`src/rtl/load_writeback_unit_if.sv`:
```
// Bundles the execute-stage handshake, the data-memory read port and the
// register-file write port of load_writeback_unit.
interface load_writeback_unit_if;
  // execute stage
  logic        ex_valid;
  logic        ex_ready;
  logic [2:0]  ex_op;
  logic [31:0] ex_addr;
  logic [31:0] ex_alu;
  logic [4:0]  ex_rd;
  // data memory
  logic        mem_req;
  logic [31:0] mem_addr;
  logic        mem_ready;
  logic [31:0] mem_rdata;
  // register file write port and status pulses
  logic [2:0]  rwe;
  logic [31:0] Data_D;
  logic [4:0]  Addr_D;
  logic        bus_err;
  logic        load_misaligned;

  // the writeback unit itself
  modport slave (
    input  ex_valid, ex_op, ex_addr, ex_alu, ex_rd, mem_ready, mem_rdata,
    output ex_ready, mem_req, mem_addr, rwe, Data_D, Addr_D, bus_err,
    load_misaligned
  );

  // execute stage / memory / register-file side
  modport master (
    output ex_valid, ex_op, ex_addr, ex_alu, ex_rd, mem_ready, mem_rdata,
    input  ex_ready, mem_req, mem_addr, rwe, Data_D, Addr_D, bus_err,
    load_misaligned
  );
endinterface

```
`src/rtl/load_writeback_unit.sv`:
```
// load_writeback_unit: accepts one ALU result or load at a time, runs the
// data-memory request/ready handshake for loads, extracts/extends the
// addressed lane and issues a single-cycle register-file write.
// Optional feature macro: LWU_MISALIGN_TRAP_EN (trap misaligned LW/LH/LHU
// instead of forcing the access to alignment).
module load_writeback_unit #(
  parameter int unsigned TIMEOUT_CYCLES = 255
) (
  input logic                  clk,
  input logic                  reset,
  load_writeback_unit_if.slave lwu
);

  typedef enum logic [1:0] {
    ST_IDLE     = 2'd0,
    ST_MEM_WAIT = 2'd1,
    ST_WRITE    = 2'd2
  } state_t;

  typedef enum logic [2:0] {
    OP_ALU = 3'd0,
    OP_LW  = 3'd1,
    OP_LH  = 3'd2,
    OP_LB  = 3'd3,
    OP_LHU = 3'd4,
    OP_LBU = 3'd5
  } op_t;

  localparam logic [7:0] LP_CNT_LAST = 8'(TIMEOUT_CYCLES - 1);

  state_t      r_state;
  state_t      w_state_nxt;
  logic [7:0]  r_cnt;
  logic [2:0]  r_op;
  logic [1:0]  r_off;
  logic [4:0]  r_rd;
  logic        r_mem_req;
  logic [31:0] r_mem_addr;
  logic [2:0]  r_rwe;
  logic [31:0] r_data;
  logic [4:0]  r_addr;
  logic        r_bus_err;

  logic        w_accept;
  logic        w_is_alu;
  logic        w_is_load;
  logic        w_misaligned;
  logic        w_start_load;
  logic        w_load_done;
  logic        w_timeout;
  logic [7:0]  w_byte;
  logic [15:0] w_half;
  logic [31:0] w_lane_data;
  logic [2:0]  w_lane_rwe;

  assign w_accept    = lwu.ex_valid && (r_state == ST_IDLE);
  assign w_is_alu    = (lwu.ex_op == OP_ALU);
  assign w_is_load   = (lwu.ex_op >= OP_LW) && (lwu.ex_op <= OP_LBU);
  assign w_load_done = (r_state == ST_MEM_WAIT) && lwu.mem_ready;
  assign w_timeout   = (r_state == ST_MEM_WAIT) && !lwu.mem_ready &&
                       (r_cnt == LP_CNT_LAST);

`ifdef LWU_MISALIGN_TRAP_EN
  logic r_misaligned;

  assign w_misaligned = ((lwu.ex_op == OP_LW) && (lwu.ex_addr[1:0] != 2'b00)) ||
                        (((lwu.ex_op == OP_LH) || (lwu.ex_op == OP_LHU)) &&
                         lwu.ex_addr[0]);

  // one-cycle trap pulse in the cycle after a misaligned load is accepted
  always_ff @(posedge clk) begin
    if (!reset) r_misaligned <= 1'b0;
    else        r_misaligned <= w_accept && w_is_load && w_misaligned;
  end

  assign lwu.load_misaligned = r_misaligned;
`else
  // without the trap, low address bits are simply ignored by lane selection
  assign w_misaligned        = 1'b0;
  assign lwu.load_misaligned = 1'b0;
`endif

  assign w_start_load = w_accept && w_is_load && !w_misaligned;

  // state register
  always_ff @(posedge clk) begin
    if (!reset) r_state <= ST_IDLE;
    else        r_state <= w_state_nxt;
  end

  // next-state logic; NOP ops and trapped loads are accepted but stay in IDLE
  always_comb begin
    w_state_nxt = r_state;
    case (r_state)
      ST_IDLE: begin
        if (w_accept && w_is_alu) w_state_nxt = ST_WRITE;
        else if (w_start_load)    w_state_nxt = ST_MEM_WAIT;
      end
      ST_MEM_WAIT: begin
        // mem_ready takes priority over an expiring timeout
        if (lwu.mem_ready)               w_state_nxt = ST_WRITE;
        else if (r_cnt == LP_CNT_LAST)   w_state_nxt = ST_IDLE;
      end
      ST_WRITE: w_state_nxt = ST_IDLE;
      default:  w_state_nxt = ST_IDLE;
    endcase
  end

  // wait counter: cleared on entry to MEM_WAIT, counts every MEM_WAIT cycle
  always_ff @(posedge clk) begin
    if (!reset)                       r_cnt <= '0;
    else if (w_start_load)            r_cnt <= '0;
    else if (r_state == ST_MEM_WAIT)  r_cnt <= r_cnt + 8'd1;
  end

  // load context and word-aligned memory address captured at acceptance
  always_ff @(posedge clk) begin
    if (!reset) begin
      r_op       <= '0;
      r_off      <= '0;
      r_rd       <= '0;
      r_mem_addr <= '0;
    end else if (w_start_load) begin
      r_op       <= lwu.ex_op;
      r_off      <= lwu.ex_addr[1:0];
      r_rd       <= lwu.ex_rd;
      r_mem_addr <= {lwu.ex_addr[31:2], 2'b00};
    end
  end

  // request is high exactly while the FSM sits in MEM_WAIT
  always_ff @(posedge clk) begin
    if (!reset) r_mem_req <= 1'b0;
    else        r_mem_req <= (w_state_nxt == ST_MEM_WAIT);
  end

  // lane extraction and sign/zero extension of the returned word
  always_comb begin
    w_lane_data = lwu.mem_rdata;
    w_lane_rwe  = 3'd1;
    case (r_off)
      2'd0:    w_byte = lwu.mem_rdata[7:0];
      2'd1:    w_byte = lwu.mem_rdata[15:8];
      2'd2:    w_byte = lwu.mem_rdata[23:16];
      default: w_byte = lwu.mem_rdata[31:24];
    endcase
    w_half = r_off[1] ? lwu.mem_rdata[31:16] : lwu.mem_rdata[15:0];
    case (r_op)
      OP_LH:  w_lane_data = {{16{w_half[15]}}, w_half};
      OP_LB:  w_lane_data = {{24{w_byte[7]}}, w_byte};
      OP_LHU: begin
        w_lane_data = {16'h0000, w_half};
        w_lane_rwe  = 3'd4;
      end
      OP_LBU: begin
        w_lane_data = {24'h000000, w_byte};
        w_lane_rwe  = 3'd5;
      end
      default: w_lane_data = lwu.mem_rdata;
    endcase
  end

  // register-file write port: rwe lives for one cycle, data/address hold
  always_ff @(posedge clk) begin
    if (!reset) begin
      r_rwe  <= '0;
      r_data <= '0;
      r_addr <= '0;
    end else begin
      r_rwe <= '0;
      if (w_accept && w_is_alu) begin
        r_rwe  <= (lwu.ex_rd != 5'd0) ? 3'd1 : 3'd0;
        r_data <= lwu.ex_alu;
        r_addr <= lwu.ex_rd;
      end else if (w_load_done) begin
        r_rwe  <= (r_rd != 5'd0) ? w_lane_rwe : 3'd0;
        r_data <= w_lane_data;
        r_addr <= r_rd;
      end
    end
  end

  // bus error pulse the cycle after the wait budget runs out
  always_ff @(posedge clk) begin
    if (!reset) r_bus_err <= 1'b0;
    else        r_bus_err <= w_timeout;
  end

  assign lwu.ex_ready = (r_state == ST_IDLE);
  assign lwu.mem_req  = r_mem_req;
  assign lwu.mem_addr = r_mem_addr;
  assign lwu.rwe      = r_rwe;
  assign lwu.Data_D   = r_data;
  assign lwu.Addr_D   = r_addr;
  assign lwu.bus_err  = r_bus_err;

endmodule

```
`src/flat_wrapper.sv`:
```
// flat-port wrapper written by rule: the top's interface ports become plain ports
module load_writeback_unit_flat 
#(
  parameter int unsigned TIMEOUT_CYCLES = 255
)
  (clk, reset, lwu_ex_valid, lwu_ex_op, lwu_ex_addr, lwu_ex_alu, lwu_ex_rd, lwu_mem_ready, lwu_mem_rdata, lwu_ex_ready, lwu_mem_req, lwu_mem_addr, lwu_rwe, lwu_Data_D, lwu_Addr_D, lwu_bus_err, lwu_load_misaligned);
  load_writeback_unit_if lwu_i ();
  input logic clk;
  input logic reset;
  input wire logic [$bits(lwu_i.ex_valid)-1:0] lwu_ex_valid;
  input wire logic [$bits(lwu_i.ex_op)-1:0] lwu_ex_op;
  input wire logic [$bits(lwu_i.ex_addr)-1:0] lwu_ex_addr;
  input wire logic [$bits(lwu_i.ex_alu)-1:0] lwu_ex_alu;
  input wire logic [$bits(lwu_i.ex_rd)-1:0] lwu_ex_rd;
  input wire logic [$bits(lwu_i.mem_ready)-1:0] lwu_mem_ready;
  input wire logic [$bits(lwu_i.mem_rdata)-1:0] lwu_mem_rdata;
  output wire logic [$bits(lwu_i.ex_ready)-1:0] lwu_ex_ready;
  output wire logic [$bits(lwu_i.mem_req)-1:0] lwu_mem_req;
  output wire logic [$bits(lwu_i.mem_addr)-1:0] lwu_mem_addr;
  output wire logic [$bits(lwu_i.rwe)-1:0] lwu_rwe;
  output wire logic [$bits(lwu_i.Data_D)-1:0] lwu_Data_D;
  output wire logic [$bits(lwu_i.Addr_D)-1:0] lwu_Addr_D;
  output wire logic [$bits(lwu_i.bus_err)-1:0] lwu_bus_err;
  output wire logic [$bits(lwu_i.load_misaligned)-1:0] lwu_load_misaligned;
  assign lwu_i.ex_valid = lwu_ex_valid;
  assign lwu_i.ex_op = lwu_ex_op;
  assign lwu_i.ex_addr = lwu_ex_addr;
  assign lwu_i.ex_alu = lwu_ex_alu;
  assign lwu_i.ex_rd = lwu_ex_rd;
  assign lwu_i.mem_ready = lwu_mem_ready;
  assign lwu_i.mem_rdata = lwu_mem_rdata;
  assign lwu_ex_ready = lwu_i.ex_ready;
  assign lwu_mem_req = lwu_i.mem_req;
  assign lwu_mem_addr = lwu_i.mem_addr;
  assign lwu_rwe = lwu_i.rwe;
  assign lwu_Data_D = lwu_i.Data_D;
  assign lwu_Addr_D = lwu_i.Addr_D;
  assign lwu_bus_err = lwu_i.bus_err;
  assign lwu_load_misaligned = lwu_i.load_misaligned;
  load_writeback_unit #(.TIMEOUT_CYCLES(TIMEOUT_CYCLES)) u_core (.clk(clk), .reset(reset), .lwu(lwu_i));
endmodule
```
`config.mk`:
```
export PLATFORM = sky130hd
export DESIGN_NAME = load_writeback_unit_flat
export DESIGN_NICKNAME = d
export VERILOG_FILES = /design/src/rtl/load_writeback_unit_if.sv /design/src/rtl/load_writeback_unit.sv /design/src/flat_wrapper.sv
export SDC_FILE = /design/constraint.sdc
export NUM_CORES = 1
export LEC_CHECK = 0
export CORE_MARGIN = 4
export CORE_UTILIZATION = 44
export DETAILED_ROUTE_END_ITERATION = 10
export HOLD_SLACK_MARGIN = 0.1
export PLACE_DENSITY = 0.82
export SETUP_SLACK_MARGIN = 0.5
export SLEW_MARGIN = 15
export SYNTH_ARGS = -nofsm -noshare
export SYNTH_HDL_FRONTEND = slang
export SYNTH_SLANG_ARGS = --single-unit
```
`constraint.sdc`:
```
create_clock -name clk -period 1.87 [get_ports clk]
set_input_delay 0.374 -clock clk [delete_from_list [all_inputs] [get_ports clk]]
set_output_delay 0.374 -clock clk [all_outputs]
set_load 0.1 [all_outputs]
```
# Word level (Yosys, flattened, before mapping)
# Index checks and enable logic that the tools add are counted.
# W data, S select, Z words.
[totals]
reg_bits = 92
output_inout_bits = 76
inputBits = 108
[op_classes]
n_eq_ne = 9
mux = 17
order_cmp = 2
addsub = 1
reduce_logical = 15
n_bitwise = 1
[ops]
columns = ["operator", "n"]
rows = [
  ["$pmux W32 S4", 1],
  ["$mux W32", 2],
  ["$pmux W8 S3", 1],
  ["$mux W16", 1],
  ["$mux W5", 2],
  ["$reduce_bool A5 Y1", 2],
  ["$mux W3", 3],
  ["$add A8 B1 Y8 const B", 1],
  ["$eq A8 B8 Y1 const B", 1],
  ["$mux W2", 4],
  ["$logic_and A1 B1 Y1", 7],
  ["$eq A2 B1 Y1 const B", 3],
  ["$eq A3 B2 Y1 const B", 2],
  ["$eq A3 B3 Y1 const B", 2],
  ["$pmux W3 S2", 1],
  ["$logic_not A2 Y1", 2],
  ["$pmux W2 S2", 1],
  ["$ge A3 B1 Y1 const B", 1],
  ["$le A3 B3 Y1 const B", 1],
  ["$logic_not A3 Y1", 1],
  ["$eq A2 B2 Y1 const B", 1],
  ["$reduce_bool A2 Y1", 1],
  ["$reduce_or A2 Y1", 1],
  ["$logic_not A1 Y1", 1],
  ["2 further kinds", 2],
]

# Logic depth before layout (Yosys ltp)
# Gate-level depths: netlist of the first run.
[depth]
word_depth = 7
ltp_mapped = 8
mapped_depth_nobuf = 5

# Worst setup path before layout of the first run
# Ideal clock, no wire load.
[synth_path]
path_type = "register -> output"
from = "reg u_core.r_state[0]"
to = "out lwu_ex_ready"
path_slack_ns = -0.171
path_stages_with_launch = 3
n_path_buf = 1
arrival_ns = 1.667
required_time_ns = 1.496
path_cell_list = "dfxtp_1 buf_6 nor2_1"
[synth_via]
elab_chain_len = 1
[synth_lines]
columns = ["item", "line", "text"]
rows = [
  ["start, declared", "load_writeback_unit.sv:31", "state_t r_state;"],
  ["start signal, assigned", "load_writeback_unit.sv:88", "else r_state <= w_state_nxt;"],
  ["$logic_not A2 Y1", "load_writeback_unit.sv:189", "assign lwu.ex_ready = (r_state == ST_IDLE);"],
  ["end, declared", "flat_wrapper.sv:17", "output wire logic [$bits(lwu_i.ex_ready)-1:0] lwu_ex_ready;"],
]
# No other way between the ends.

# Worst setup path in the final report of the first run
[layout_path]
from = "reg u_core.r_state[0]"
to = "reg u_core.r_data[21] (netlist: u_core.lwu.Data_D[21])"
[layout_via]
elab_chain_len = 4
word_cells_on_any_way = 7
cone_classes = "eq/ne (1); mux (1); reduce/logical (5)"
[layout_lines]
columns = ["item", "line", "text"]
rows = [
  ["$logic_not A2 Y1", "load_writeback_unit.sv:56", "assign w_accept = lwu.ex_valid && (r_state == ST_IDLE);"],
  ["$logic_and A1 B1 Y1", "load_writeback_unit.sv:56", ""],
  ["$logic_and A1 B1 Y1", "load_writeback_unit.sv:171", "if (w_accept && w_is_alu) begin"],
  ["$mux W32 / $reduce_bool A2 Y1 (equally long branches)", "n/a", ""],
  ["end signal, assigned", "load_writeback_unit.sv:173", "r_data <= lwu.ex_alu;"],
  ["end signal, assigned", "load_writeback_unit.sv:177", "r_data <= w_lane_data;"],
  ["end, declared", "load_writeback_unit.sv:40", "logic [31:0] r_data;"],
]
# Several ways; a longest one is shown, not always the timed one.
# A chain may end at the register's enable or synchronous reset.

==> out/results.tsv, run 1 <==
stage	metric	value	unit
drt	via/cell ratio	6.019	
drt	Residual DRC	0	
clock_network	Num CTS Buffers	9	
synthesis	library cells used by synthesis	52	
critical_path	RR Endpoint	u_core.lwu.Data_D[21]$_SDFFE_PN0P_	
drt	Iter 0 DRT Violations	367	
grt	vias in the first global route	4972	
clock_network	CTS clk-pin slew, worst paths	100	ps
critical_path	Critical Path AT	2060	ps
synthesis	sequential-to-total area share from yosys stat	0.4037	
status	status	complete, no violations	
placed_design	hpwl dp	11240	um
critical_path	critical path type	register to register	
cells_and_area	final non-filler cell total	884	
placed_design	Setup WS pre-CTS	-467.9	ps
min_path	Hold Path Origin	u_core.lwu.mem_addr[18]$_SDFFE_PN0P_	
placed_design	DP Cell Count	832	
flow_run	max-capacitance violation count	0	
cells_and_area	nets@finish	857	
synthesis	syn avg cell area	8.436	sq um
sta	minimum clock period	1802	ps
sta	Final period util	0.9635	
pwr	Leak	0.003042	uW
drt	wire length per cell	21.23	um
synthesis	EDFF count, synth	0	
sta	fin. max-slew vios	0	
drt	post-route ant nets	0	
placed_design	GP Congestion	0.8861	
pwr	sequential share of power	0.375	
drt	vias	5321	
critical_path	Critical Path Fanout Max	8	
clock_network	Clock Latency Late Sink	360	ps
critical_path	worst path cell trace	or3b_4, buf_6, o22ai_4, o22ai_4, clkbuf_16, a221oi_2	
sta	RSZ-0062 raised after global routing	yes	
sta	Peak Freq	555.0	MHz
grt	pin count of the biggest net entering global routing	40	
min_path	worst hold endpoint	u_core.lwu.mem_addr[18]$_SDFFE_PN0P_	
sta	fin worst setup slack	68.22	ps
synthesis	Synth Warn #	0	
clock_network	Hold-fix buffers, CTS	0	
critical_path	Crit. End Element	register	
floorplanning	die area	11940	sq um
floorplanning	Starting Density	0.4575	
floorplanning	Rows	36	
synthesis	Synth Register Bits	91	
critical_path	Largest stage delay, worst path	450	ps
floorplanning	Die Height	109.3	um
clock_network	H-tree lvl count	3	
critical_path	reg-to-reg setup timing slack	70	ps
cells_and_area	number of fillers in the final layout	543	
sta	clock skew	13.00	ps
critical_path	Top Family by Delay on Critical Path	compound AO/OA/AOI/OAI gates	
pwr	Psw	2066	uW
grt	grt ovf	0	
clock_network	CTS root buf	clkbuf_8	
critical_path	CP most frequent cell	o22ai_4	
grt	initial antenna violation count	0	
critical_path	Register-to-Register Path Depth	6	
clock_network	TritonCTS clock tree	done	
drt	TritonRoute pass-1 iters	6	
sta	setup violators final	0	
synthesis	Top FF cell, synth	dfxtp_1	
critical_path	Worst Setup Start Kind	register	
grt	total track usage	0.2653	
placed_design	Port Buffers	179	
cells_and_area	area delta synth->final	78.24	%
critical_path	CP max stage cell	or3b_4	
pwr	Internal Power	3648	uW
clock_network	clk sinks	91	
pwr	switch share	0.3615	
cells_and_area	post-layout util	0.8154	
pwr	Comb pwr share	0.358	
synthesis	Synth Cell Area	4513	sq um
drt	DRT Wirelength	18760	um
critical_path	worst reg2reg path startpoint	u_core.r_state[0]$_SDFF_PN0_	
pwr	clock power share	0.267	
grt	global-route wire length before repair	24810	um
sta	Hold Violations, Final	0	
floorplanning	Core Area	9864	sq um
pwr	maximum vdd drop	0.0004561	V
floorplanning	Die X	109.3	um
cells_and_area	most frequent cells in the layout	clkdlybuf4s50_1, nand2_1, dfxtp_1, a21oi_1, buf_12	
synthesis	share of flip-flops with an asynchronous set or reset	0	
critical_path	Critical path origin	u_core.r_state[0]$_SDFF_PN0_	
min_path	HP Class	register to register	
cells_and_area	ant diodes	0	
critical_path	Buf+Inv Stages, Crit Path	2	
cells_and_area	commonest non-fill, non-tap cell in the layout	clkdlybuf4s50_1	
pwr	Pwr Density	710.3	nW/um^2
clock_network	clock buffer depth	2	
critical_path	WP data required	2130	ps
min_path	Hold Crit Depth	2	
cells_and_area	share of layout cells above drive strength 1	0.3196	
synthesis	Post-Synthesis Cells	535	
floorplanning	Top Ports	184	
==> worst max-delay path by stage <==
stage | end | slack [ps] | cells past startpoint
2_1_floorplan | u_core.lwu.Data_D[21]$_SDFFE_PN0P_ | 250 | 6
3_3_place_gp | u_core.lwu.Data_D[7]$_SDFFE_PN0P_ | -320 | 6
3_5_place_dp | u_core.lwu.Data_D[16]$_SDFFE_PN0P_ | -470 | 5
4_1_cts | u_core.lwu.Data_D[29]$_SDFFE_PN0P_ | 120 | 6
5_1_grt | u_core.lwu.Data_D[24]$_SDFFE_PN0P_ | 20 | 6
6_report | u_core.lwu.Data_D[21]$_SDFFE_PN0P_ | 70 | 6
==> power groups by stage <==
stage | Sequential [uW] | Clock, uW | Combinational, uW
final | 2140 | 1520 | 2050
after global routing | 2150 | 1610 | 2120
after CTS | 2120 | 1520 | 1800
after detailed placement | 2170 | 0 | 1710
after global placement | 2160 | 0 | 1680
after floorplan | 2690 | 0 | 557
==> Yosys cell counts, types with 4 or more instances <==
library cell | instances | area [sq um]
inv_1 | 10 | 37.54
and3_1 | 16 | 100.1
a221oi_2 | 13 | 195.2
a21oi_1 | 64 | 320.3
a22oi_1 | 21 | 157.7
xor2_1 | 6 | 52.55
a31oi_1 | 24 | 150.1
buf_2 | 11 | 55.05
clkbuf_1 | 28 | 105.1
nor2_1 | 30 | 112.6
nand3_1 | 18 | 90.09
a32oi_1 | 8 | 70.07
dfxtp_1 | 91 | 1822
a21bo_2 | 7 | 70.07
nand2_1 | 97 | 364.1
mux2i_1 | 26 | 260.3
o221ai_1 | 8 | 70.07
buf_4 | 4 | 30.03
==> final cells by class <==
cell class	instances	area, sq um	share of cell area
Multi-Input combinational cell	391	2708	0.3366
Clock buffer	10	137.6	0.01711
Sequential cell	91	1853	0.2304
Timing Repair Buffer	243	3053	0.3795
Inverter	11	41.29	0.005133
Clock inverter	5	85.08	0.01058
Tap cell	133	166.4	0.02069
==> per-stage QoR <==
step	power [uW]	cell area, sq um	setup TNS [ps]	hold slack (ps)
floorplan	3250	4634	0	448.7
global placement	3842	6855	-16370	444.0
detailed placement	3881	6855	-24930	447.5
CTS	5446	7378	0	459.4
global route	5885	8044	0	493.7
finish	5714	8044	0	474.0
==> timing repair <==
item                       in CTS  in global routing
gates cloned                    6                  5
pin swaps                      25                 23
setup endpoints to repair     114                142
resized for setup              30                124
buffers inserted                9                 17
==> registers in the layout (all words and copies together), names as in the netlist, 2 cells and up <==
name,count
u_core.lwu.Addr_D,5
u_core.r_op,3
u_core.lwu.rwe,2
u_core.lwu.Data_D,32
u_core.r_off,2
u_core.r_rd,5
u_core.r_state,2
u_core.lwu.mem_addr,30
u_core.r_cnt,8
==> metal layers <==
metal | global-route usage | vias up | routed length, um
met5 | 0 | - | 0
met2 | 0.4728 | 375 | 9477
li1 | - | 2358 | -
met4 | 0.09884 | 0 | 754
met3 | 0.06394 | 81 | 1718
met1 | 0.3070 | 2507 | 6814
==> worst reg2reg max path, cell delays in order, from the launching register on <==
cell,delay (ps)
dfxtp_4,380
or3b_4,450
buf_6,150
o22ai_4,160
o22ai_4,130
clkbuf_16,200
a221oi_2,240
==> kinds of logic (layout without fill, tap and decap cells) <==
kind of cell,after synthesis,in the layout,share of synthesized area
and+or+nand+nor,185,189,0.1905
xor gates and xnor gates,8,8,0.01553
other,1,4,0.0008309
DFF,91,91,0.4037
buffers and inverters,60,269,0.06487
muxes,27,27,0.06016
adders and majority gates,2,2,0.005544
AOI/OAI and AO/OA,161,161,0.2589
(Power assumes the default switching activity.)
==> inputs of run 2 (changes only) <==
==> constraint.sdc (replaced) <==
create_clock -name clk -period 1.87 [get_ports clk]
set_input_delay 0.374 -clock clk [delete_from_list [all_inputs] [get_ports clk]]
set_output_delay 0.374 -clock clk [all_outputs]
set_load 0.05 [all_outputs]
==> run 2 against run 1 <==
  * Worst setup slack improved by 100 ps
  * Sequential cell count unchanged
  * Clock skew decreased by 5.1 ps
  * Count of clock-buffer cells in the layout is 3 higher
  * Total power decreased by 10%
  * Sequential share of layout area rose by 1.5 points
  * Clock power fell by 7%
  * Largest power group unchanged
==> out/results.tsv, run 2 (same netlist as run 1, synthesis figures left out) <==
stage	metric	value	unit
status	status	complete, no violations	
floorplanning	Starting Density	0.4575	
min_path	HP Class	register to register	
drt	DRT Wirelength	17250	um
cells_and_area	share of layout cells above drive strength 1	0.3311	
floorplanning	Die X	109.3	um
sta	hold slack	456.2	ps
critical_path	critical path type	register to register	
pwr	Pwr Density	682.7	nW/um^2
grt	grt ovf	0	
cells_and_area	area delta synth->final	66.26	%
critical_path	reg-to-reg setup timing slack	170	ps
sta	setup violators final	0	
cells_and_area	commonest non-fill, non-tap cell in the layout	clkdlybuf4s50_1	
clock_network	Hold-fix buffers, CTS	0	
clock_network	TritonCTS clock tree	done	
cells_and_area	max reg flops	32	
placed_design	hpwl dp	10720	um
grt	total track usage	0.2704	
clock_network	CTS root buf	clkbuf_8	
drt	Residual DRC	0	
critical_path	Critical Path Fanout Max	8	
sta	Final period util	0.9085	
drt	via/cell ratio	5.733	
cells_and_area	final non-filler cell total	887	
critical_path	Worst Setup Start Kind	register	
floorplanning	Core Area	9864	sq um
pwr	Design Power	5123	uW
drt	vias	5085	
flow_run	max-capacitance violation count	0	
critical_path	Register-to-Register Path Depth	6	
floorplanning	Top Ports	184	
grt	global-route wire length before repair	24970	um
cells_and_area	nets@finish	857	
placed_design	DP Cell Count	834	
clock_network	Num CTS Buffers	9	
clock_network	clk sinks	91	
drt	Iter 0 DRT Violations	312	
clock_network	H-tree lvl count	3	
sta	sum of negative setup slack	0	ps
sta	minimum clock period	1699	ps
drt	TritonRoute pass-1 iters	5	
floorplanning	Rows	36	
sta	clock skew	7.889	ps
floorplanning	Die Height	109.3	um
pwr	Internal Power	3439	uW
drt	wire length per cell	19.45	um
critical_path	RR Endpoint	u_core.lwu.Data_D[22]$_SDFFE_PN0P_	
grt	pin count of the biggest net entering global routing	31	
pwr	switch share	0.3288	
min_path	Hold Crit Depth	2	
min_path	Hold Path Origin	u_core.lwu.mem_addr[16]$_SDFFE_PN0P_	
grt	vias in the first global route	4809	
critical_path	Critical Path AT	1960	ps
critical_path	WP data required	2130	ps
sta	Hold Violations, Final	0	
floorplanning	die area	11940	sq um
sta	Peak Freq	588.6	MHz
pwr	sequential share of power	0.413	
clock_network	CTS clk-pin slew, worst paths	90	ps
critical_path	worst reg2reg path startpoint	u_core.r_state[0]$_SDFF_PN0_	
pwr	maximum vdd drop	0.0004890	V
sta	RSZ-0062 raised after global routing	yes	
placed_design	Port Buffers	179	
drt	post-route ant nets	0	
pwr	Leak	0.002876	uW
critical_path	Crit. End Element	register	
clock_network	Clock Latency Late Sink	370	ps
pwr	clock power share	0.275	
pwr	Psw	1684	uW
cells_and_area	most frequent cells in the layout	clkdlybuf4s50_1, nand2_1, dfxtp_1, buf_4, a21oi_1	
min_path	worst hold endpoint	u_core.lwu.mem_addr[16]$_SDFFE_PN0P_	
grt	initial antenna violation count	2	
pwr	Comb pwr share	0.313	
sta	fin. max-slew vios	0	
cells_and_area	post-layout util	0.7607	
clock_network	clock buffer depth	2	
placed_design	GP Congestion	0.9465	
## run 2: changes by cell type in the layout (fill, tap and decap cells not counted), sizes merged
| cell | delta |
|---|---|
| and3 | +3 |
| inv | -1 |
| xnor2 | +1 |
| clkdlybuf4s50 | -2 |
| clkbuf | +18 |
| clkdlybuf4s15 | -2 |
| bufinv | -1 |
| dlygate4sd2 | +4 |
| buf | -19 |
| diode | +2 |
## run 2: worst max path at each step
stage / to / depth (start not counted) / slack [ps] / from
finish: u_core.lwu.Data_D[22]$_SDFFE_PN0P_ / 6 / 170 / u_core.r_state[0]$_SDFF_PN0_
global route: u_core.lwu.Data_D[18]$_SDFFE_PN0P_ / 6 / 110 / u_core.r_state[0]$_SDFF_PN0_
CTS: u_core.lwu.Data_D[31]$_SDFFE_PN0P_ / 6 / 180 / u_core.r_state[0]$_SDFF_PN0_
detailed placement: u_core.lwu.Data_D[17]$_SDFFE_PN0P_ / 5 / -280 / lwu_mem_rdata[15]
global placement: u_core.lwu.Data_D[16]$_SDFFE_PN0P_ / 5 / -230 / lwu_ex_valid
floorplan: u_core.lwu.Data_D[23]$_SDFFE_PN0P_ / 6 / 260 / u_core.r_state[0]$_SDFF_PN0_
## run 2: area by class of cell
class | count | area (sq um)
sequential | 91 | 1838
timing repair buffer | 239 | 2407
inverter | 11 | 41.29
fill | 665 | 2361
antenna | 2 | 5.005
multi-input combinational | 395 | 2840
tap | 133 | 166.4
clock inverter | 3 | 46.29
clock buffer | 13 | 158.9
## run 2: stage by stage
stage / worst slack, ps / cell area (sq um)
after floorplan: 259.4 / 4637
after global placement: -234.2 / 6543
after detailed placement: -283.3 / 6543
after CTS: 178.1 / 7098
after global routing: 114.6 / 7501
final: 171.1 / 7503
## run 2: routing by layer
layer | track usage | share of wire
met4 | 0.1051 | 0.029
met1 | 0.3139 | 0.38
met2 | 0.4807 | 0.50
met5 | 0 | 0
met3 | 0.06217 | 0.090
## run 2: repair_timing
item                                   CTS  global route
endpoints found under the hold margin    0             0
gates resized for setup                236            78
pin swaps                               23            17
gates cloned                            12             3
buffers inserted                        14             6
setup endpoints to repair              123           119
## run 2: critical path, cell delays in order, from the launching register on
cell and delay, ps:
dfxtp_4 350, or3b_4 450, nor2_8 180, buf_6 130, buf_16 130, mux2i_2 230
a221oi_2 100
## run 2: power groups by stage
stage | clock [uW] | sequential, uW | combinational (uW)
after CTS | 1410 | 2110 | 1480
after global placement | 0 | 2140 | 1310
after global routing | 1500 | 2130 | 1680
after detailed placement | 0 | 2150 | 1330
final | 1410 | 2110 | 1600
after floorplan | 0 | 2400 | 529
==> inputs of run 3 (changes only) <==
Settings changed: SETUP_SLACK_MARGIN 0.5 to 0.3.
==> run 3 against run 2 <==
  * Clock skew is 7.3 ps higher
  * Final cell count is 0.90% lower
  * Combinational power is 4% lower
  * Largest cell class unchanged
==> out/results.tsv, run 3 (same netlist as run 1, synthesis figures left out) <==
stage	metric	value	unit
status	status	complete, no violations	
cells_and_area	nets@finish	849	
flow_run	max-capacitance violation count	0	
critical_path	Critical Path Fanout Max	8	
clock_network	Num CTS Buffers	9	
sta	RSZ-0062 raised after global routing	yes	
pwr	Psw	1652	uW
cells_and_area	number of fillers in the final layout	680	
floorplanning	Rows	36	
sta	clock skew	15.20	ps
critical_path	Crit. End Element	register	
drt	DRT Wirelength	16270	um
pwr	switch share	0.3200	
cells_and_area	Sequential Area	1829	sq um
cells_and_area	area occupied by multi-input gates	2690	sq um
sta	Hold Violations, Final	0	
floorplanning	Die X	109.3	um
placed_design	Port Buffers	179	
pwr	Pwr Density	699.1	nW/um^2
critical_path	Register-to-Register Path Depth	6	
grt	grt ovf	0	
grt	global-route wire length before repair	23680	um
clock_network	Hold-fix buffers, CTS	0	
placed_design	DP Cell Count	845	
cells_and_area	max reg flops	32	
pwr	Leak	0.002778	uW
placed_design	GP Congestion	0.8881	
drt	post-route ant nets	0	
clock_network	TritonCTS clock tree	done	
floorplanning	Die Height	109.3	um
pwr	Comb pwr share	0.296	
drt	via/cell ratio	5.750	
min_path	Hold Crit Depth	2	
clock_network	clock buffer depth	2	
placed_design	area post-placement	6578	sq um
cells_and_area	share of layout cells above drive strength 1	0.2890	
floorplanning	Top Ports	184	
sta	minimum clock period	1658	ps
cells_and_area	most frequent cells in the layout	clkdlybuf4s50_1, nand2_1, dfxtp_1, buf_4, a21oi_1	
pwr	sequential share of power	0.409	
grt	total track usage	0.2512	
critical_path	WP data required	2110	ps
sta	Final period util	0.8868	
cells_and_area	final non-filler cell total	879	
cells_and_area	commonest non-fill, non-tap cell in the layout	clkdlybuf4s50_1	
drt	vias	5054	
clock_network	clk sinks	91	
drt	Iter 0 DRT Violations	296	
pwr	Internal Power	3510	uW
grt	pin count of the biggest net entering global routing	51	
sta	fin. max-slew vios	0	
grt	initial antenna violation count	0	
cells_and_area	Non-Filler Cell Area, Final	7385	sq um
sta	setup violators final	0	
pwr	clock power share	0.296	
grt	vias in the first global route	4825	
placed_design	hpwl dp	11200	um
critical_path	Critical Path AT	1900	ps
pwr	maximum vdd drop	0.0004800	V
critical_path	Worst Setup Start Kind	register	
drt	Residual DRC	0	
drt	TritonRoute pass-1 iters	5	
floorplanning	Starting Density	0.4575	
clock_network	CTS clk-pin slew, worst paths	90	ps
critical_path	critical path type	register to register	
floorplanning	Core Area	9864	sq um
min_path	HP Class	register to register	
floorplanning	die area	11940	sq um
clock_network	H-tree lvl count	3	
clock_network	CTS root buf	clkbuf_8	
sta	Peak Freq	603.0	MHz
drt	wire length per cell	18.51	um
clock_network	Clock Latency Late Sink	370	ps
cells_and_area	area delta synth->final	63.63	%
## run 3: stage by stage
| stage | total power (uW) | worst slack (ps) | setup TNS (ps) | util | hold WS [ps] |
|---|---|---|---|---|---|
| floorplan | 2900 | 259.4 | 0 | - | 448.7 |
| global placement | 3463 | -269.5 | -8102 | 0.6668 | 441.4 |
| detailed placement | 3496 | -316.3 | -13160 | 0.6668 | 447.2 |
| CTS | 5026 | 195.4 | 0 | 0.7106 | 459.9 |
| global route | 5349 | 157.4 | 0 | 0.7481 | 486.1 |
| finish | 5163 | 211.6 | 0 | 0.7486 | 455.5 |
## run 3: final timing paths
check             slack, ps                                  end                           startpoint
setup reg to reg        210   u_core.lwu.Data_D[24]$_SDFFE_PN0P_         u_core.r_state[1]$_SDFF_PN0_
setup / recovery        210   u_core.lwu.Data_D[24]$_SDFFE_PN0P_         u_core.r_state[1]$_SDFF_PN0_
hold reg to reg         460  u_core.lwu.mem_addr[8]$_SDFFE_PN0P_  u_core.lwu.mem_addr[8]$_SDFFE_PN0P_
hold / removal          460  u_core.lwu.mem_addr[8]$_SDFFE_PN0P_  u_core.lwu.mem_addr[8]$_SDFFE_PN0P_
## run 3: area by class of cell
| cell class | instances | share of cell area |
|---|---|---|
| Clock buffer | 11 | 0.01915 |
| Timing Repair Buffer | 238 | 0.3285 |
| Sequential cell | 91 | 0.2477 |
| Tap cell | 133 | 0.02253 |
| Inverter | 11 | 0.005591 |
| Multi-Input combinational cell | 388 | 0.3643 |
| Clock inverter | 5 | 0.01152 |
| Antenna cell | 2 | 0.0006777 |
## run 3: repair_timing
| item | 4_1_cts | 5_1_grt |
|---|---|---|
| buffers inserted | 4 | 6 |
| setup endpoints to repair | 112 | 88 |
| pin swaps | 10 | 11 |
| endpoints found under the hold margin | 0 | 0 |
| gates cloned | 2 | 4 |
| resized for setup | 110 | 46 |
## run 3: power by group through the flow
stage	registers, uW	clock network (uW)	logic (uW)
final	2110	1530	1530
after global routing	2120	1620	1610
after CTS	2100	1540	1380
after detailed placement	2140	0	1350
after global placement	2140	0	1330
after floorplan	2400	0	499
## run 3: layer usage
metal | global-route usage | part of all wire
met1 | 0.2949 | 0.38
met2 | 0.4368 | 0.49
met3 | 0.06276 | 0.097
met4 | 0.1015 | 0.029
met5 | 0 | 0
## run 3: worst max-delay path: stages (launching register included)
cell,delay (ps)
dfxtp_1,320
or3b_4,460
nor2_8,180
buf_12,130
buf_12,130
mux2i_2,240
a221oi_2,90
